===== config.mk =====
export PLATFORM = sky130hd
export DESIGN_NAME = ps2_key_decoder_flat
export DESIGN_NICKNAME = d
export VERILOG_FILES = /design/src/rtl/ps2_key_decoder_if.sv /design/src/rtl/ps2_key_decoder.sv /design/src/flat_wrapper.sv
export SDC_FILE = /design/constraint.sdc
export NUM_CORES = 1
export LEC_CHECK = 0
export ABC_AREA = 1
export CAP_MARGIN = 30
export CORE_ASPECT_RATIO = 0.7
export CORE_MARGIN = 10
export CORE_UTILIZATION = 59
export CTS_CLUSTER_DIAMETER = 30
export DETAILED_ROUTE_END_ITERATION = 10
export PLACE_DENSITY = 0.84
export SLEW_MARGIN = 25
export SYNTH_ARGS = -nofsm -noshare
export SYNTH_HDL_FRONTEND = slang
export SYNTH_SLANG_ARGS = --single-unit

===== constraint.sdc =====
create_clock -name clk -period 2.55 [get_ports clk]
set_input_delay 0.51 -clock clk [delete_from_list [all_inputs] [get_ports clk]]
set_output_delay 0.51 -clock clk [all_outputs]
set_load 0.01 [all_outputs]

===== src/rtl/ps2_key_decoder_if.sv =====
// Purpose: groups the PS/2 line inputs and the decoded key/byte outputs of ps2_key_decoder.
// Latency: none, wiring only.
// Backpressure: none; the PS/2 lines are input-only and every output is a level or one-cycle pulse.
// Ports: ps2_clk/ps2_data (raw keyboard lines), p1_*/p2_* held-key flags,
//        scan_code/scan_valid (last good byte + strobe), frame_err (bad/timed-out frame strobe).
interface ps2_key_decoder_if;
    logic       ps2_clk;
    logic       ps2_data;
    logic       p1_up;
    logic       p1_down;
    logic       p1_left;
    logic       p1_right;
    logic       p2_up;
    logic       p2_down;
    logic       p2_left;
    logic       p2_right;
    logic [7:0] scan_code;
    logic       scan_valid;
    logic       frame_err;

    // Keyboard / stimulus side: drives the lines, observes the decoded outputs.
    modport master (
        output ps2_clk, ps2_data,
        input  p1_up, p1_down, p1_left, p1_right,
        input  p2_up, p2_down, p2_left, p2_right,
        input  scan_code, scan_valid, frame_err
    );

    // Decoder side: only reads the PS/2 lines, never drives them.
    modport slave (
        input  ps2_clk, ps2_data,
        output p1_up, p1_down, p1_left, p1_right,
        output p2_up, p2_down, p2_left, p2_right,
        output scan_code, scan_valid, frame_err
    );
endinterface


===== src/rtl/ps2_key_decoder.sv =====
// Purpose: PS/2 keyboard receiver; turns make/break scancodes into held W/S/A/D and arrow-key flags for two players.
// Latency: FILTER_LEN+4 clk from the raw stop-bit falling edge to scan_valid/frame_err/flag update.
// Backpressure: none; results are one-cycle pulses and held levels, the keyboard cannot be stalled.
// Ports: clk (100 MHz), rst (async, active-high), bus (ps2_key_decoder_if.slave: ps2 lines in, flags/scan_code/pulses out).
module ps2_key_decoder #(
    parameter int FILTER_LEN     = 8,
    parameter int TIMEOUT_CYCLES = 200000
) (
    input  logic              clk,
    input  logic              rst,
    ps2_key_decoder_if.slave  bus
);

    localparam int FCW = $clog2(FILTER_LEN + 1);
    localparam int TCW = $clog2(TIMEOUT_CYCLES + 1);
    localparam logic [FCW-1:0] FILT_LAST = FCW'(FILTER_LEN - 1);
    localparam logic [TCW-1:0] TMO_LAST  = TCW'(TIMEOUT_CYCLES - 1);

    // Synchronizers (idle level of both lines is 1).
    logic r_clk_s1, r_clk_s2, r_dat_s1, r_dat_s2;

    // Glitch filter on the synchronized clock.
    logic           r_clk_f;
    logic [FCW-1:0] r_filt_cnt;
    logic           r_fall;

    // Frame receiver.
    logic [3:0]     r_bit_cnt;
    logic [9:0]     r_shift;
    logic [TCW-1:0] r_tmo_cnt;
    logic           r_rx_vld;
    logic           r_rx_err;
    logic [7:0]     r_rx_byte;
    logic           w_frame_ok;

    // Decoder / output registers.
    logic           r_ext;
    logic           r_brk;
    logic [7:0]     r_flags;   // {p2_right,p2_left,p2_down,p2_up,p1_right,p1_left,p1_down,p1_up}
    logic [7:0]     r_scan_code;
    logic           r_scan_vld;
    logic           r_frame_err;

    always_ff @(posedge clk or posedge rst) begin
        if (rst) begin
            r_clk_s1 <= 1'b1;
            r_clk_s2 <= 1'b1;
            r_dat_s1 <= 1'b1;
            r_dat_s2 <= 1'b1;
        end else begin
            r_clk_s1 <= bus.ps2_clk;
            r_clk_s2 <= r_clk_s1;
            r_dat_s1 <= bus.ps2_data;
            r_dat_s2 <= r_dat_s1;
        end
    end

    // The filtered clock flips only after FILTER_LEN consecutive samples at the
    // opposite level; any sample back at the current level restarts the count.
    // r_fall is registered together with the flip so the receiver acts one cycle later.
    always_ff @(posedge clk or posedge rst) begin
        if (rst) begin
            r_clk_f    <= 1'b1;
            r_filt_cnt <= '0;
            r_fall     <= 1'b0;
        end else begin
            r_fall <= 1'b0;
            if (r_clk_s2 != r_clk_f) begin
                if (r_filt_cnt == FILT_LAST) begin
                    r_clk_f    <= r_clk_s2;
                    r_filt_cnt <= '0;
                    r_fall     <= ~r_clk_s2;
                end else begin
                    r_filt_cnt <= r_filt_cnt + FCW'(1);
                end
            end else begin
                r_filt_cnt <= '0;
            end
        end
    end

    // After ten shifts: [0]=start, [8:1]=data LSB first, [9]=parity; the
    // current sample is the stop bit.
    assign w_frame_ok = !r_shift[0] && (^r_shift[9:1]) && r_dat_s2;

    // A sampled edge always wins over the timeout, so a frame finishing on the
    // expiry cycle is still accepted.
    always_ff @(posedge clk or posedge rst) begin
        if (rst) begin
            r_bit_cnt <= '0;
            r_shift   <= '0;
            r_tmo_cnt <= '0;
            r_rx_vld  <= 1'b0;
            r_rx_err  <= 1'b0;
            r_rx_byte <= '0;
        end else begin
            r_rx_vld <= 1'b0;
            r_rx_err <= 1'b0;
            if (r_fall) begin
                r_tmo_cnt <= '0;
                if (r_bit_cnt == 4'd10) begin
                    r_bit_cnt <= '0;
                    if (w_frame_ok) begin
                        r_rx_vld  <= 1'b1;
                        r_rx_byte <= r_shift[8:1];
                    end else begin
                        r_rx_err <= 1'b1;
                    end
                end else begin
                    r_bit_cnt <= r_bit_cnt + 4'd1;
                    r_shift   <= {r_dat_s2, r_shift[9:1]};
                end
            end else if (r_bit_cnt != 4'd0) begin
                if (r_tmo_cnt == TMO_LAST) begin
                    r_tmo_cnt <= '0;
                    r_bit_cnt <= '0;
                    r_rx_err  <= 1'b1;
                end else begin
                    r_tmo_cnt <= r_tmo_cnt + TCW'(1);
                end
            end else begin
                r_tmo_cnt <= '0;
            end
        end
    end

    // Prefix bytes only arm their flag; a key byte writes !break into its slot
    // (if mapped) and always consumes both prefixes. Bad frames drop prefixes
    // but leave held keys alone.
    always_ff @(posedge clk or posedge rst) begin
        if (rst) begin
            r_ext       <= 1'b0;
            r_brk       <= 1'b0;
            r_flags     <= '0;
            r_scan_code <= '0;
            r_scan_vld  <= 1'b0;
            r_frame_err <= 1'b0;
        end else begin
            r_scan_vld  <= 1'b0;
            r_frame_err <= 1'b0;
            if (r_rx_vld) begin
                r_scan_code <= r_rx_byte;
                r_scan_vld  <= 1'b1;
                if (r_rx_byte == 8'hE0) begin
                    r_ext <= 1'b1;
                end else if (r_rx_byte == 8'hF0) begin
                    r_brk <= 1'b1;
                end else begin
                    r_ext <= 1'b0;
                    r_brk <= 1'b0;
                    case ({r_ext, r_rx_byte})
                        9'h01D:  r_flags[0] <= ~r_brk;
                        9'h01B:  r_flags[1] <= ~r_brk;
                        9'h01C:  r_flags[2] <= ~r_brk;
                        9'h023:  r_flags[3] <= ~r_brk;
                        9'h175:  r_flags[4] <= ~r_brk;
                        9'h172:  r_flags[5] <= ~r_brk;
                        9'h16B:  r_flags[6] <= ~r_brk;
                        9'h174:  r_flags[7] <= ~r_brk;
                        default: ;
                    endcase
                end
            end else if (r_rx_err) begin
                r_frame_err <= 1'b1;
                r_ext       <= 1'b0;
                r_brk       <= 1'b0;
            end
        end
    end

    assign bus.p1_up      = r_flags[0];
    assign bus.p1_down    = r_flags[1];
    assign bus.p1_left    = r_flags[2];
    assign bus.p1_right   = r_flags[3];
    assign bus.p2_up      = r_flags[4];
    assign bus.p2_down    = r_flags[5];
    assign bus.p2_left    = r_flags[6];
    assign bus.p2_right   = r_flags[7];
    assign bus.scan_code  = r_scan_code;
    assign bus.scan_valid = r_scan_vld;
    assign bus.frame_err  = r_frame_err;

endmodule


===== src/flat_wrapper.sv =====
// flat-port wrapper written by rule: the top's interface ports become plain ports
module ps2_key_decoder_flat 
#(
    parameter int FILTER_LEN     = 8,
    parameter int TIMEOUT_CYCLES = 200000
)
  (clk, rst, bus_ps2_clk, bus_ps2_data, bus_p1_up, bus_p1_down, bus_p1_left, bus_p1_right, bus_p2_up, bus_p2_down, bus_p2_left, bus_p2_right, bus_scan_code, bus_scan_valid, bus_frame_err);
  ps2_key_decoder_if bus_i ();
  input  logic clk;
  input  logic rst;
  input wire logic [$bits(bus_i.ps2_clk)-1:0] bus_ps2_clk;
  input wire logic [$bits(bus_i.ps2_data)-1:0] bus_ps2_data;
  output wire logic [$bits(bus_i.p1_up)-1:0] bus_p1_up;
  output wire logic [$bits(bus_i.p1_down)-1:0] bus_p1_down;
  output wire logic [$bits(bus_i.p1_left)-1:0] bus_p1_left;
  output wire logic [$bits(bus_i.p1_right)-1:0] bus_p1_right;
  output wire logic [$bits(bus_i.p2_up)-1:0] bus_p2_up;
  output wire logic [$bits(bus_i.p2_down)-1:0] bus_p2_down;
  output wire logic [$bits(bus_i.p2_left)-1:0] bus_p2_left;
  output wire logic [$bits(bus_i.p2_right)-1:0] bus_p2_right;
  output wire logic [$bits(bus_i.scan_code)-1:0] bus_scan_code;
  output wire logic [$bits(bus_i.scan_valid)-1:0] bus_scan_valid;
  output wire logic [$bits(bus_i.frame_err)-1:0] bus_frame_err;
  assign bus_i.ps2_clk = bus_ps2_clk;
  assign bus_i.ps2_data = bus_ps2_data;
  assign bus_p1_up = bus_i.p1_up;
  assign bus_p1_down = bus_i.p1_down;
  assign bus_p1_left = bus_i.p1_left;
  assign bus_p1_right = bus_i.p1_right;
  assign bus_p2_up = bus_i.p2_up;
  assign bus_p2_down = bus_i.p2_down;
  assign bus_p2_left = bus_i.p2_left;
  assign bus_p2_right = bus_i.p2_right;
  assign bus_scan_code = bus_i.scan_code;
  assign bus_scan_valid = bus_i.scan_valid;
  assign bus_frame_err = bus_i.frame_err;
  ps2_key_decoder #(.FILTER_LEN(FILTER_LEN), .TIMEOUT_CYCLES(TIMEOUT_CYCLES)) u_core (.clk(clk), .rst(rst), .bus(bus_i));
endmodule

==> results of run 1 <==
==> layout make-up <==
cell class                      instances  area, µm²  share of cell area [%]
Clock buffer                           12      145.1                   3.697
Timing Repair Buffer                   24      245.2                   6.246
Clock inverter                          4      70.07                   1.785
Inverter                               49      183.9                   4.684
Tap cell                               72      90.09                   2.294
Multi-Input combinational cell        263       1384                   35.25
Sequential cell                        72       1808                   46.05
==> registers in the layout, summed over array words and instances, names as in the netlist <==
| name | count |
|---|---|
| u_core.bus.frame_err | 1 |
| u_core.bus.scan_code | 8 |
| u_core.bus.scan_valid | 1 |
| u_core.r_bit_cnt | 4 |
| u_core.r_brk | 1 |
| u_core.r_clk_f | 1 |
| u_core.r_clk_s1 | 1 |
| u_core.r_clk_s2 | 1 |
| u_core.r_dat_s1 | 1 |
| u_core.r_dat_s2 | 1 |
| u_core.r_ext | 1 |
| u_core.r_fall | 1 |
| u_core.r_filt_cnt | 4 |
| u_core.r_flags | 8 |
| u_core.r_rx_byte | 8 |
| u_core.r_rx_err | 1 |
| u_core.r_rx_vld | 1 |
| u_core.r_shift | 10 |
| u_core.r_tmo_cnt | 18 |
==> per-layer routing <==
metal  vias to the layer above  routed length (µm)
li1                       1320                   -
met1                      1275                3190
met2                       108                2853
met3                        16                 573
met4                         0                 113
met5                         -                   0
==> Yosys cell counts, types with 3 or more instances <==
cell type,instances,share of area [%]
mux2i_1,4,1.2
nand2_1,102,11
a21oi_1,7,1.0
nor2_2,3,0.55
inv_1,46,5.1
nand3_1,18,2.7
o21ai_0,20,3.0
xor2_1,7,1.8
nand3_2,4,1.2
nor3b_1,4,0.89
a31oi_1,3,0.55
nor3_1,14,2.1
dfrtp_1,67,49
xnor2_1,6,1.5
nand4_1,14,2.6
ha_1,5,1.8
nor2_1,32,3.5
nand2_2,3,0.55
dfstp_2,5,3.9
==> logic make-up after synthesis <==
group | synth area share (%)
DFF | 53.32
buffers and inverters | 5.867
muxes | 1.181
AOI/OAI and AO/OA | 5.572
and+or+nand+nor | 28.86
xor gates and xnor gates | 3.358
adders and majority gates | 1.845
==> cells in the final DEF (no fill, tap or decap), types with 3 or more instances in the layout <==
cell type | Yosys | final
inv_1 | 46 | 45
dfrtp_1 | 67 | 67
ha_1 | 5 | 5
a21oi_1 | 7 | 7
nand2_2 | 3 | 3
nor2_1 | 32 | 32
dfstp_2 | 5 | 5
nor3_1 | 14 | 14
xor2_1 | 7 | 7
clkbuf_8 | 0 | 10
nor2_2 | 3 | 3
clkdlybuf4s50_1 | 0 | 21
o21ai_0 | 20 | 20
xnor2_1 | 6 | 6
a31oi_1 | 3 | 3
nand2_1 | 102 | 102
nand3_2 | 4 | 4
nor3b_1 | 4 | 4
nand4_1 | 14 | 14
inv_2 | 2 | 3
mux2i_1 | 4 | 4
nand3_1 | 18 | 18
==> worst max-delay path: stages (launching register included) <==
cell and delay, ns:
dfrtp_1 0.42, inv_1 0.11, ha_1 0.16, nand3_1 0.11, nand2_1 0.39, clkinv_1 0.35, nor2_1 0.18, nand2_1 0.06
inv_1 0.04
==> final timing paths <==
check                               startpoint                 endpoint  cells after the start
max                        u_core.r_bit_cnt[0]          u_core.r_rx_err                      8
min                            u_core.r_dat_s1          u_core.r_dat_s2                      0
max reg2reg                u_core.r_bit_cnt[0]          u_core.r_rx_err                      8
min reg2reg                    u_core.r_dat_s1          u_core.r_dat_s2                      0
max in group asynchronous                  rst          u_core.r_dat_s2                      3
min in group asynchronous                  rst  u_core.bus.scan_code[5]                      2
==> through the flow <==
stage          hold WS, ns  power [W]  utilization (%)  cell area, µm²  setup WS, ns
2_1_floorplan       0.3452   0.001356                -            3391        0.2234
3_3_place_gp        0.3473   0.001390            68.78            3711        0.8295
3_5_place_dp        0.3498   0.001400            68.78            3711        0.6955
4_1_cts             0.3592   0.002372            72.77            3926        0.6996
5_1_grt             0.3603   0.002450            72.77            3926        0.4199
6_report            0.3582   0.002348            72.77            3926        0.6691
==> power by group <==
group	internal [W]	switching (W)	leakage (nW)
logic	0.0000556	0.000108	0.769
registers	0.00118	0.0000294	0.986
clock network	0.000575	0.000395	0.110
total	0.00181	0.000533	1.87
==> flow_summary.ini, run 1 <==
[worst_setup_path]
startpoint_type = flop
regToRegSetupSlack_ns = 0.67
crit_fanout = 17
worst-setup-path-type = reg2reg
critPathCaptureType = flop
crit_required_ns = 2.84
cp.arrival_ns = 2.17

[yosys]
ys_types = 37
async_flop_share_pct = 100.0
ys_warn_count = 0
synthFlopType = dfrtp_1
synth_edf_count = 0
yosys_register_bits = 72
syn-num-nets = 396
synth_area_um2 = 3391
avgSynthCellArea_um2 = 8.762
synth_cells = 387
yosysSeqAreaShare_pct = 53.32

[place]
gp_routability_congestion = 0.8911
dp_hpwl_um = 5046
dp_cells = 480
port_buffers = 21

[pwr]
p_leak_nw = 1.865
peakVddDrop_uv = 562.9
power_density_nw_per_um2 = 597.9

[timing]
fin_tns_setup_ns = 0
slew_viol_final = 0
fin_crit_sh_pct = 73.76
max_slew_margin_pct = 65.19
hold_viol = 0
worst_slew_pin_slew_ns = 0.5214
min_period_ns = 1.881
final-setup-viol-count = 0
fmax_mhz = 531.7
rsz0062_at_grt = false
finClkSkew_ns = 0.01292

[routing]
ant_nets = 0
dr.pass1.iters = 6
wl_um = 6730
drt_iter0_drc = 189
vias = 2719
via_per_inst = 5.482
detail_route.drc_violations = 0
wire_per_inst_um = 13.57

[final_layout]
drive_above_1_share_pct = 10.14
n_antenna_cell = 0
nets = 428
area_delta_synth_final_pct = 15.79
fin_cells = 496
n_fill_cell = 425

[clock_network]
h-tree-depth = 3
cts_tree = built
cts.path.max_buffers = 2
clock_latency_ns = 0.35
cts_resized = 0
cts.root.buffer_cell = clkbuf_8
clock_sinks = 72
postCtsSetupBuffers = 0
cts_hold_buf = 0
clk_pin_slew_worst_paths_ns = 0.07
numCtsBuffers = 9

[grt]
antenna_found_initial = 0
grt_start_max_net_pins = 31
top_usage_layer = met2
grt_pass1_wl_um = 11960
grt_overflow = 0
grt_use_met2_pct = 22.45
grtUsageMet1_pct = 20.43
grt_pass1_vias = 2559
grt.total_usage_pct = 15.19
grt_use_met3_pct = 4.957

[die]
start_util_pct = 62.85
die_h_um = 83.43
die-width_um = 110.6
fp.dieArea_um2 = 9228
rows = 22
ioPinCount = 22
core_um2 = 5395

[flow_run]
cap_violations = 0

[status]
status = finished clean

[min_path]
holdCritPathClass = reg2reg
Note: power is estimated with default switching activity, not from simulation.
==> inputs of run 2 (changes only) <==
--- a/config.mk
+++ b/config.mk
@@ -9,10 +9,10 @@
 export CAP_MARGIN = 30
 export CORE_ASPECT_RATIO = 0.7
 export CORE_MARGIN = 10
-export CORE_UTILIZATION = 59
+export CORE_UTILIZATION = 53
 export CTS_CLUSTER_DIAMETER = 30
 export DETAILED_ROUTE_END_ITERATION = 10
-export PLACE_DENSITY = 0.84
+export PLACE_DENSITY = 0.79
 export SLEW_MARGIN = 25
 export SYNTH_ARGS = -nofsm -noshare
 export SYNTH_HDL_FRONTEND = slang
==> constraint.sdc (replaced) <==
create_clock -name clk -period 1.6 [get_ports clk]
set_input_delay 0.32 -clock clk [delete_from_list [all_inputs] [get_ports clk]]
set_output_delay 0.32 -clock clk [all_outputs]
set_load 0.01 [all_outputs]
==> run 2 against run 1 <==
Compared with the run above: via count up 3.9%; critical path depth down 7; flip-flop and latch count unchanged; sequential power up 60%; clock power up 78%; sequential share of layout area down 3.4 points; first-iteration DRC count down 2.1%; worst setup slack worse by 0.63 ns; routed wire length up 10%; clock-buffer cell count down 3; global-route usage down 0.56 points.
==> flow_summary.ini, run 2 (same netlist as run 1, synthesis figures left out) <==
[status]
status = finished clean

[routing]
vias = 2824
detail_route.drc_violations = 0
dr.pass1.iters = 5
via_per_inst = 5.379
drt_iter0_drc = 185
wire_per_inst_um = 14.10
wl_um = 7400
ant_nets = 0

[grt]
grt_overflow = 0
grt_use_met3_pct = 5.028
grtUsageMet1_pct = 19.22
antenna_found_initial = 0
grt_pass1_vias = 2623
top_usage_layer = met2
grt_pass1_wl_um = 11900
grt.total_usage_pct = 14.63
grt_start_max_net_pins = 25
grt_use_met2_pct = 21.87

[timing]
fmax_mhz = 641.6
rsz0062_at_grt = true
final-setup-viol-count = 0
slew_viol_final = 0
finClkSkew_ns = 0.01183
max_slew_margin_pct = 74.82
hold_viol = 0
fin_tns_setup_ns = 0
worst_slew_pin_slew_ns = 0.3768
fin_crit_sh_pct = 97.41
min_period_ns = 1.559

[die]
fp.dieArea_um2 = 10050
rows = 24
ioPinCount = 22
die-width_um = 115.6
core_um2 = 6216
die_h_um = 86.92
start_util_pct = 54.55

[clock_network]
clock_sinks = 72
numCtsBuffers = 9
cts_hold_buf = 0
clock_latency_ns = 0.35
clk_pin_slew_worst_paths_ns = 0.08
cts_tree = built
cts.path.max_buffers = 2
h-tree-depth = 3
cts.root.buffer_cell = clkbuf_8

[final_layout]
drive_above_1_share_pct = 17.45
n_antenna_cell = 0
postLayoutCoreUtil_pct = 68.26
largestRegisters = u_core.r_tmo_cnt: 18 flops, u_core.r_shift: 10 flops
top_register = u_core.r_tmo_cnt
nets = 451
largest_reg_flops = 18
mostFrequentLayoutCells = 99 x nand2_1, 65 x dfrtp_1, 44 x inv_1
register_area_um2 = 1810
mostFrequentLayoutCell = nand2_1
area_delta_synth_final_pct = 25.13
fin_cells = 525
multi_input_area_um2 = 1466
n_fill_cell = 471

[place]
dp_cells = 497
port_buffers = 21
dp_hpwl_um = 5111
gp_routability_congestion = 0.9579

[worst_setup_path]
crit_fanout = 2
crit_required_ns = 1.28
regToRegSetupSlack_ns = 0.04
max_stage_delay_ns = 0.54
r2r_start = u_core.r_tmo_cnt[1]
cp_slowest_cell = clkdlybuf4s50_1
r2r_cells = 10
startpoint_type = flop
r2r-end = u_core.r_tmo_cnt[16]
cp.arrival_ns = 1.24
cp_cell_sequence = clkdlybuf4s50_1
critical_path_buf_inv_count = 1
worst-setup-path-type = reg2out
critPathCaptureType = output pin
cp_top_family = buffers and inverters

[pwr]
finalPower_w = 0.003983
p_leak_nw = 2.146
power_frac_seq_pct = 48.4
power_density_nw_per_um2 = 938.8
cell_internal_pwr_w = 0.003056
power.net_switching_w = 0.0009274
peakVddDrop_uv = 765.2
power_frac_comb_pct = 8.3
clkPwrFrac_pct = 43.3
switching_share_pct = 23.28

[min_path]
holdCritPathClass = in2async

[flow_run]
cap_violations = 0
run 2: cell count changes in the layout (fill, tap and decap cells not counted), sizes merged:
cell | before | now
buf | 3 | 24
clkdlybuf4s50 | 21 | 11
dlymetal6s2s | 0 | 8
clkbuf | 12 | 9
clkinvlp | 0 | 2
dlygate4sd2 | 0 | 2
bufinv | 2 | 3
clkinv | 3 | 4
inv | 48 | 47
nand2 | 106 | 107
nand3 | 23 | 24
run 2: worst max-delay path by stage:
| stage | from | endpoint | slack (ns) | cells past startpoint |
|---|---|---|---|---|
| after global placement | u_core.r_tmo_cnt[1] | u_core.r_tmo_cnt[16] | 0.06 | 10 |
| final | u_core.r_flags[0] | bus_p1_up | 0.04 | 1 |
| after floorplan | u_core.r_tmo_cnt[0] | u_core.r_tmo_cnt[16] | 0.11 | 10 |
| after detailed placement | u_core.r_tmo_cnt[1] | u_core.r_tmo_cnt[16] | -0.002 | 10 |
| after global routing | u_core.r_tmo_cnt[0] | u_core.r_tmo_cnt[12] | -0.08 | 8 |
| after CTS | u_core.r_tmo_cnt[1] | u_core.r_tmo_cnt[16] | -0.003 | 10 |
run 2: power groups by stage:
stage | combinational, W | clock [W] | sequential (W)
floorplan | 0.000204 | 0 | 0.00196
global placement | 0.000287 | 0 | 0.00196
detailed placement | 0.000299 | 0 | 0.00196
CTS | 0.000300 | 0.00175 | 0.00193
global route | 0.000376 | 0.00183 | 0.00194
finish | 0.000329 | 0.00173 | 0.00193
run 2: layout make-up:
type / count / share of cell area, %
Timing Repair Buffer: 45 / 10.29
Tap cell: 78 / 2.300
Inverter: 49 / 4.423
Sequential cell: 72 / 42.67
Clock buffer: 9 / 2.919
Clock inverter: 7 / 2.831
Multi-Input combinational cell: 265 / 34.56
run 2: repair_timing:
action | 4_1_cts | 5_1_grt
gates resized for setup | 3 | 24
setup buffers | 0 | 10
pin swaps | 0 | 7
cloned | 0 | 2
endpoints found under the setup margin | 3 | 35
run 2: per-layer routing:
layer,vias to the layer above,wire (µm)
met1,1329,3305
li1,1369,-
met4,0,141
met3,19,593
met2,107,3360
met5,-,0
run 2: metrics by stage:
stage                     area [µm²]  worst slack, ns  hold WS [ns]
final                           4243          0.04138        0.3055
after global routing            4243         -0.08394        0.3248
after CTS                       4061        -0.003150        0.3081
after detailed placement        3817        -0.001724        0.3497
after global placement          3817          0.06128        0.3494
after floorplan                 3395           0.1145        0.3245
